`src/rtl/vending_pkg.sv`:
```
// vending_pkg: states, event codes and index-width helpers for vending_controller.
// The optional restock mode is built in when VEND_ADMIN_EN is defined.
package vending_pkg;

    typedef enum logic [1:0] {
        ST_IDLE,
        ST_VEND,
        ST_CHANGE,
        ST_ADMIN
    } state_e;

    localparam logic [2:0] EV_NONE        = 3'd0;
    localparam logic [2:0] EV_COIN_OK     = 3'd1;
    localparam logic [2:0] EV_VEND        = 3'd2;
    localparam logic [2:0] EV_SOLD_OUT    = 3'd3;
    localparam logic [2:0] EV_NO_FUNDS    = 3'd4;
    localparam logic [2:0] EV_REJECT      = 3'd5;
    localparam logic [2:0] EV_CHANGE_DONE = 3'd6;
    localparam logic [2:0] EV_ADMIN       = 3'd7;

    function automatic int idx_w(input int n);
        return (n > 1) ? $clog2(n) : 1;
    endfunction

    function automatic int item_w(input int n_items);
        return idx_w(n_items);
    endfunction

    function automatic int coin_w(input int n_coins);
        return idx_w(n_coins);
    endfunction

endpackage

```
`src/rtl/change_dispenser.sv`:
```
// change_dispenser: greedy largest-first coin selector and hopper handshake.
// Reports the value taken each handshake so the core can decrement credit.
module change_dispenser
    import vending_pkg::*;
#(
    parameter int N_COINS = 3,
    parameter int MONEY_W = 12,
    parameter logic [N_COINS*MONEY_W-1:0] COIN_VAL = {12'd50, 12'd100, 12'd500}
) (
    input  logic                        clk,
    input  logic                        rst,
    input  logic                        start,
    input  logic [MONEY_W-1:0]          credit,
    input  logic                        change_ready,
    output logic                        change_valid,
    output logic [coin_w(N_COINS)-1:0]  change_coin,
    output logic                        take,
    output logic [MONEY_W-1:0]          dec,
    output logic                        hit
);

    localparam int CW = coin_w(N_COINS);

    logic [MONEY_W-1:0] remain;
    logic [CW-1:0]      pick;

    always_comb begin
        take = change_valid & change_ready;
        dec  = '0;
        if (take) begin
            for (int i = 0; i < N_COINS; i++) begin
                if (change_coin == CW'(i)) dec = COIN_VAL[i*MONEY_W +: MONEY_W];
            end
        end
        remain = credit - dec;
        // Scan downwards so the largest fitting coin (lowest index) wins.
        hit  = 1'b0;
        pick = '0;
        for (int i = N_COINS - 1; i >= 0; i--) begin
            if (COIN_VAL[i*MONEY_W +: MONEY_W] <= remain) begin
                hit  = 1'b1;
                pick = CW'(i);
            end
        end
    end

    always_ff @(posedge clk) begin
        if (!rst) begin
            change_valid <= 1'b0;
            change_coin  <= '0;
        end else if (start || take) begin
            change_valid <= hit;
            change_coin  <= pick;
        end
    end

endmodule

```
`src/rtl/vending_controller.sv`:
```
// vending_controller: credit/stock engine with dispense and change handshakes.
// Define VEND_ADMIN_EN to build in the restock (ADMIN) mode.
module vending_controller
    import vending_pkg::*;
#(
    parameter int N_ITEMS    = 4,
    parameter int N_COINS    = 3,
    parameter int MONEY_W    = 12,
    parameter int STOCK_W    = 4,
    parameter logic [N_ITEMS*MONEY_W-1:0] PRICE =
        {12'd300, 12'd250, 12'd200, 12'd150},
    parameter logic [N_COINS*MONEY_W-1:0] COIN_VAL =
        {12'd50, 12'd100, 12'd500},
    parameter int INIT_STOCK = 5,
    parameter int MAX_CREDIT = 2000
) (
    input  logic                        clk,
    input  logic                        rst,
    input  logic [N_COINS-1:0]          coin_in,
    input  logic [N_ITEMS-1:0]          sel,
    input  logic                        cancel,
    input  logic                        admin_mode,
    input  logic                        dispense_ready,
    input  logic                        change_ready,
    output logic [MONEY_W-1:0]          credit,
    output logic                        dispense_valid,
    output logic [item_w(N_ITEMS)-1:0]  dispense_item,
    output logic                        change_valid,
    output logic [coin_w(N_COINS)-1:0]  change_coin,
    output logic [N_ITEMS*STOCK_W-1:0]  stock,
    output logic                        event_valid,
    output logic [2:0]                  event_code
);

    localparam int IW = item_w(N_ITEMS);
    localparam logic [STOCK_W-1:0] INIT_S = STOCK_W'(INIT_STOCK);
    localparam logic [MONEY_W:0]   MAX_C  = (MONEY_W+1)'(MAX_CREDIT);

    state_e                     state, state_n;
    logic [MONEY_W-1:0]         credit_n;
    logic [N_ITEMS*STOCK_W-1:0] stock_n;
    logic                       dv_n;
    logic [IW-1:0]              di_n;
    logic                       ev_v_n;
    logic [2:0]                 ev_c_n;
    logic                       start;

    logic                       sel_any, coin_any;
    logic [IW-1:0]              sel_idx;
    logic [MONEY_W-1:0]         item_price, coin_val;
    logic [STOCK_W-1:0]         item_stock;
    logic [MONEY_W:0]           sum;

    logic                       take, hit;
    logic [MONEY_W-1:0]         dec;

    change_dispenser #(
        .N_COINS  (N_COINS),
        .MONEY_W  (MONEY_W),
        .COIN_VAL (COIN_VAL)
    ) u_change (
        .clk          (clk),
        .rst          (rst),
        .start        (start),
        .credit       (credit),
        .change_ready (change_ready),
        .change_valid (change_valid),
        .change_coin  (change_coin),
        .take         (take),
        .dec          (dec),
        .hit          (hit)
    );

    // Lowest set bit wins for both select and coin pulses.
    always_comb begin
        sel_any    = |sel;
        sel_idx    = '0;
        item_price = '0;
        item_stock = '0;
        for (int i = N_ITEMS - 1; i >= 0; i--) begin
            if (sel[i]) begin
                sel_idx    = IW'(i);
                item_price = PRICE[i*MONEY_W +: MONEY_W];
                item_stock = stock[i*STOCK_W +: STOCK_W];
            end
        end
        coin_any = |coin_in;
        coin_val = '0;
        for (int i = N_COINS - 1; i >= 0; i--) begin
            if (coin_in[i]) coin_val = COIN_VAL[i*MONEY_W +: MONEY_W];
        end
        sum = {1'b0, credit} + {1'b0, coin_val};
    end

    always_comb begin
        state_n  = state;
        credit_n = credit;
        stock_n  = stock;
        dv_n     = dispense_valid;
        di_n     = dispense_item;
        ev_v_n   = 1'b0;
        ev_c_n   = event_code;
        start    = 1'b0;
        unique case (state)
            ST_IDLE: begin
`ifdef VEND_ADMIN_EN
                if (admin_mode) begin
                    state_n = ST_ADMIN;
                    ev_v_n  = 1'b1;
                    ev_c_n  = EV_ADMIN;
                end else
`endif
                if (cancel) begin
                    if (credit != '0 && hit) begin
                        start   = 1'b1;
                        state_n = ST_CHANGE;
                    end
                end else if (sel_any) begin
                    ev_v_n = 1'b1;
                    if (item_stock == '0) begin
                        ev_c_n = EV_SOLD_OUT;
                    end else if (credit < item_price) begin
                        ev_c_n = EV_NO_FUNDS;
                    end else begin
                        credit_n = credit - item_price;
                        stock_n[sel_idx*STOCK_W +: STOCK_W] = item_stock - 1'b1;
                        dv_n    = 1'b1;
                        di_n    = sel_idx;
                        ev_c_n  = EV_VEND;
                        state_n = ST_VEND;
                    end
                end else if (coin_any) begin
                    ev_v_n = 1'b1;
                    if (sum <= MAX_C) begin
                        credit_n = sum[MONEY_W-1:0];
                        ev_c_n   = EV_COIN_OK;
                    end else begin
                        ev_c_n = EV_REJECT;
                    end
                end
            end
            ST_VEND: begin
                if (coin_any) begin
                    ev_v_n = 1'b1;
                    ev_c_n = EV_REJECT;
                end
                if (dispense_ready) begin
                    dv_n    = 1'b0;
                    state_n = ST_IDLE;
                end
            end
            ST_CHANGE: begin
                if (coin_any) begin
                    ev_v_n = 1'b1;
                    ev_c_n = EV_REJECT;
                end
                // A finished payout outranks a coin rejected in the same cycle.
                if (take) begin
                    credit_n = credit - dec;
                    if (credit_n == '0) begin
                        ev_v_n  = 1'b1;
                        ev_c_n  = EV_CHANGE_DONE;
                        state_n = ST_IDLE;
                    end else if (!hit) begin
                        state_n = ST_IDLE;
                    end
                end
            end
`ifdef VEND_ADMIN_EN
            ST_ADMIN: begin
                if (!admin_mode) begin
                    state_n = ST_IDLE;
                end else if (cancel) begin
                    credit_n = '0;
                end else if (sel_any) begin
                    if (item_stock != '1)
                        stock_n[sel_idx*STOCK_W +: STOCK_W] = item_stock + 1'b1;
                end else if (coin_any) begin
                    ev_v_n = 1'b1;
                    ev_c_n = EV_REJECT;
                end
            end
`endif
            default: state_n = ST_IDLE;
        endcase
    end

`ifndef VEND_ADMIN_EN
    logic unused_admin;
    assign unused_admin = admin_mode;
`endif

    always_ff @(posedge clk) begin
        if (!rst) begin
            state          <= ST_IDLE;
            credit         <= '0;
            stock          <= {N_ITEMS{INIT_S}};
            dispense_valid <= 1'b0;
            dispense_item  <= '0;
            event_valid    <= 1'b0;
            event_code     <= EV_NONE;
        end else begin
            state          <= state_n;
            credit         <= credit_n;
            stock          <= stock_n;
            dispense_valid <= dv_n;
            dispense_item  <= di_n;
            event_valid    <= ev_v_n;
            event_code     <= ev_c_n;
        end
    end

endmodule

```
`config.mk`:
```
export PLATFORM = sky130hd
export DESIGN_NAME = vending_controller
export DESIGN_NICKNAME = d
export VERILOG_FILES = /design/src/rtl/vending_pkg.sv /design/src/rtl/change_dispenser.sv /design/src/rtl/vending_controller.sv
export SDC_FILE = /design/constraint.sdc
export NUM_CORES = 1
export LEC_CHECK = 0
export CAP_MARGIN = 5
export CORE_ASPECT_RATIO = 0.5
export CORE_MARGIN = 3
export CORE_UTILIZATION = 35
export DETAILED_ROUTE_END_ITERATION = 10
export SLEW_MARGIN = 25
export SYNTH_ARGS = -nofsm -noshare
export SYNTH_HDL_FRONTEND = slang
export SYNTH_HIERARCHICAL = 1
export SYNTH_SLANG_ARGS = --single-unit
```
`constraint.sdc`:
```
create_clock -name clk -period 6 [get_ports clk]
set_input_delay 1.2 -clock clk [delete_from_list [all_inputs] [get_ports clk]]
set_output_delay 1.2 -clock clk [all_outputs]
set_load 0.02 [all_outputs]
```
# Word level (Yosys, flattened, before mapping)
# Cells that the tools add are included.
[classes]
n_addsub = 5
mul = 0
div_mod_pow = 0
order_cmp = 5
n_eq_ne = 19
n_shift = 2
n_mux = 69
bitwise_logic = 4
n_reduce_logical = 17
[ops]
columns = ["cell", "n"]
rows = [
  ["12-bit two-way mux", 13],
  ["9-bit two-way mux", 4],
  ["4-bit negator with 34-bit output", 1],
  ["4-bit by 34-bit variable shift with 16-bit output, first input constant", 1],
  ["4-bit by 34-bit indexed part select with 16-bit output", 1],
  ["2-bit two-way mux", 16],
  ["3-bit two-way mux", 9],
  ["3-bit != test, second input constant", 9],
  ["12-bit case mux with 2 select lines", 1],
  ["12-bit subtractor", 2],
  ["16-bit bitwise mux", 1],
  ["1-bit two-way mux", 16],
  ["4-bit two-way mux", 4],
  ["7-bit AND reduction", 2],
  ["12-bit by 12-bit adder with 13-bit output", 1],
  ["13-bit by 11-bit less-or-equal comparator with 1-bit output, second input constant", 1],
  ["6-bit by 12-bit less-or-equal comparator with 1-bit output, first input constant", 1],
  ["7-bit by 12-bit less-or-equal comparator with 1-bit output, first input constant", 1],
  ["9-bit by 12-bit less-or-equal comparator with 1-bit output, first input constant", 1],
  ["12-bit logical NOT", 1],
  ["12-bit < comparator", 1],
  ["12-bit nonzero test", 1],
  ["2-bit != test, second input constant", 5],
  ["3-bit case mux with 3 select lines", 1],
  ["21 further kinds", 27],
]
[word_totals]
ff_bits = 40
latch_bits = 0
mem_bits_rw = 0
romBits = 0
input_bits = 13
out_inout_bits = 38
wordCells = 130
n_memories = 0

# Longest topological paths before layout
[depth]
word_depth = 15
mapped_depth = 16
ltp_nobuf = 16

# Modules after synthesis
# Netlist, hierarchy kept.
[modules_own_cells]
columns = ["mod", "instances", "cells_per_inst", "area_per_inst_um2", "seq_area_each_um2"]
rows = [
  ["vending_controller", 1, 509, 3809.9, 740.7],
  ["change_dispenser", 1, 109, 759.5, 60.1],
]

# Worst setup path before layout
# Ideal clock, no wire load.
[synth_path]
path_type = "input -> register"
from = "input change_ready"
to = "register state[0]"
setup_ps = 71
arrival_ps = 4267
t_required_ps = 5929
path_slack_ps = 1662
path_stages = 16
n_path_buf = 0
cell_sequence = "nand2_1 nor2_1 and2_1 ha_1 fa_1 nor2b_1 o311ai_0 xor2_1 a221oi_2 nand2b_1 nand3_1 a21oi_1 a31oi_1 a21oi_1 or3_1 a21oi_1"
[synth_between]
elab_chain_cells = 10
word_cells_on_any_way = 18
cone_classes = "1 x add/sub; 3 x order compare; 3 x eq/ne; 7 x mux; 1 x bitwise; 3 x reduce/logical"
[synth_rtl]
columns = ["element", "line", "source"]
rows = [
  ["start: declaration", "vending_controller.sv:24", "input logic change_ready,"],
  ["1-bit AND *", "change_dispenser.sv:28", "take = change_valid & change_ready;"],
  ["12-bit two-way mux *", "change_dispenser.sv:30", "if (take) begin"],
  ["named net dec[4]", "vending_controller.sv:55", "logic [MONEY_W-1:0] dec;"],
  ["12-bit subtractor *", "change_dispenser.sv:35", "remain = credit - dec;"],
  ["6-bit by 12-bit less-or-equal comparator with 1-bit output", "change_dispenser.sv:40", "if (COIN_VAL[i*MONEY_W +: MONEY_W] <= remain) begin"],
  ["1-bit two-way mux (2 in a row)", "change_dispenser.sv:40", ""],
  ["1-bit two-way mux *", "change_dispenser.sv:40", ""],
  ["named net hit", "vending_controller.sv:54", "logic take, hit;"],
  ["1-bit logical AND", "vending_controller.sv:114", "if (credit != '0 && hit) begin"],
  ["3-bit != test (no source line)", "-", ""],
  ["7-bit AND reduction (no source line) *", "-", ""],
  ["end signal: assignment", "vending_controller.sv:203", "state <= state_n;"],
  ["end: declaration", "vending_controller.sv:39", "state_e state, state_n;"],
]
# The timed path passes the listed nets; every way through them passes the cells marked *. The select of a mux whose other input is x is not followed.
# A chain may end at the register's enable or synchronous reset.

# Final worst setup path
# Ends and elaborated chain as after synthesis.

==> results.yml <==
setup_path:
  crit_path_max_fanout: 5
  critPathRequiredTime_ns: 6.22
  start_kind: "primary input"
  end_kind: "flop"
  cp.arrival_ns: 5.29
  crit_type: "primary input to flop"
finish:
  fill_cells: 1262
  register_area_um2: 801
  drive_gt1_share_pct: 4.93
  area_growth_pct: 15.4
  antenna_cells: 0
  final_cell_mix: "nor2_1, nand2_1, a21oi_1"
  final_common_cell: "nor2_1"
  multi_input_area_mm2: 0.00343
  final_net_count: 711
routing:
  post_drt_wl_per_cell_um: 15.6
  drc: 0
  firstDrtPassIters: 5
  ant_nets: 0
  first_iter_violations: 212
  drt-total-wl_um: 12700
  via_per_inst: 5.59
  vias: 4547
pwr:
  ir_drop_mv: 0.151
  powerDensity_mw_per_mm2: 475
  p_leak_nw: 2.11
placement:
  place.gp.congestion: 0.903
  post-place-ws_ns: 0.634
  io_buffers: 49
  hpwl_um: 10100
floorplan:
  ios: 51
  die_w_um: 168
  start_util_pct: 37.3
  coreArea_mm2: 0.0123
  die_h_um: 86.8
  rows: 28
  die-area_mm2: 0.0145
clock_tree:
  numClockSinks: 40
  clockRootBuffer: "clkbuf_16"
  post-cts-setup-buffers: 0
  clk_pin_slew_ns: 0.06
  htreeDepth: 2
  cts_tree: "built"
  cts_resized: 0
  insertion_delay_ns: 0.28
  cts_hold_buf: 0
  cts_buffers: 5
  clockBufferDepth: 2
yosys:
  synthDistinctLibCells: 75
  ys_warn_count: 6
  synth-simple-area-share_pct: 26.5
  synth-seq-cells: 40
  seq_area_frac_synth_pct: 17.5
  muxShareOfSynthArea_pct: 1.81
  syn_area_per_cell_um2: 7.39
  synthFlopType: "dfxtp_1"
  synthArstFlopShare_pct: 0
  syn_area_mm2: 0.00457
  synth_cells: 618
  synth_top_family_by_area: "compound AO/OA/AOI/OAI gates"
  synth-edff-count: 0
  synthXorXnorAreaFrac_pct: 4.98
  synth_fa_ha_area_share_pct: 14.1
  synth_compound_area_share_pct: 27.3
sta:
  period_needed_ns: 5.07
  rsz0062_at_grt: "false"
  hold_viol: 0
  skew_ns: 0.00715
  clock.fmax_mhz: 197
  drv_slew: 0
  worstMarginPinSlew_ns: 0.773
  fin_ws_ns: 0.928
  relSlewSlack_pct: 47.6
  setup_violations: 0
  holdWs_ns: 0.465
  fin_tns_setup_ns: 0
  fin_crit_sh_pct: 84.5
global_routing:
  overflow: 0
  grt_pass1_wl_um: 21200
  antenna_found_initial: 0
  grt_pass1_vias: 4279
  grtUsageTotal_pct: 17.5
  grt_max_degree: 27
run_status:
  outcome: "completed"
min_path:
  min-delay-path-class: "flop to flop"
run:
  maxCapViolCount: 0
## worst paths after layout
check	start	end	slack (ns)	depth (start not counted)
worst max register to register	u_change/change_valid$_SDFFE_PN0P_	state[0]$_SDFFE_PN0P_	1.93	16
worst max-delay path	change_ready	state[0]$_SDFFE_PN0P_	0.93	17
worst min-delay path	event_code[1]$_SDFFE_PN0P_	event_code[1]$_SDFFE_PN0P_	0.47	2
worst min register to register	event_code[1]$_SDFFE_PN0P_	event_code[1]$_SDFFE_PN0P_	0.47	2
## cell usage after synthesis, drive strengths merged (9+ instances only)
cell,instances,share of area (%)
nand3,23,2.5
or3,9,1.2
nand2b,11,1.5
nor4,9,1.6
dfxtp,40,18
a211oi,12,2.0
xnor2,12,2.3
a21oi,54,6.4
nor3,29,3.3
clkbuf,15,1.2
buf,19,3.1
nand2,55,4.7
o311ai,10,1.9
o211ai,9,1.5
nor2,57,4.7
ha,45,12
xor2,14,2.7
inv,41,3.4
o21ai,28,3.1
## cell type report
class / count / share of cell area [%]
clock buffer: 7 / 2.89
timing repair buffer: 54 / 10.0
sequential: 40 / 15.2
inverter: 42 / 2.99
multi-input combinational: 506 / 65.0
tap: 165 / 3.91
## cells by family after synthesis
kind of cell    after synthesis
other cells                   1
fa+ha+maj                    49
flops                        40
compound gates              182
buf+inv                      76
mux                           8
simple gates                236
xor+xnor                     26
## critical path: stages
cell and delay, ns:
clkdlybuf4s50_1 0.40, nand2_1 0.16, nor2_1 0.10, and2_1 0.21, ha_1 0.22, fa_1 0.40
nor2b_1 0.18, o311ai_0 0.68, xor2_1 0.16, a221oi_2 0.28, nand2b_1 0.19, nand3_1 0.12
a21oi_1 0.07, a31oi_1 0.26, a21oi_1 0.13, or3_1 0.39, a21oi_1 0.13
## layer usage
metal | up-vias | share of wire [%] | global-route usage [%]
met1 | 2116 | 51 | 24.0
met2 | 99 | 44 | 30.0
met4 | 0 | 0.94 | 3.19
met5 | - | 0 | 0
met3 | 9 | 4.1 | 2.46
li1 | 2323 | - | -
## power by group
part	switching [mW]	internal [mW]
combinational	1.05	0.740
sequential	0.113	0.325
clock	0.103	0.175
## through the flow
stage / total power [mW] / cells / util [%] / area [um2]
final: 2.51 / 814 / 43.0 / 5280
after floorplan: 1.78 / 622 / - / 4580
after global routing: 2.75 / 814 / 43.0 / 5280
after detailed placement: 2.21 / 807 / 41.8 / 5120
after CTS: 2.50 / 814 / 43.0 / 5280
after global placement: 2.19 / 807 / 41.8 / 5120
## registers in the layout, summed over array words and instances, names as in the netlist
register	cells
dispense_valid	1
u_change/change_valid	1
u_change/change_coin	2
event_valid	1
state	2
stock	16
event_code	3
credit	12
dispense_item	2
Power figures use the tool's default switching activity.
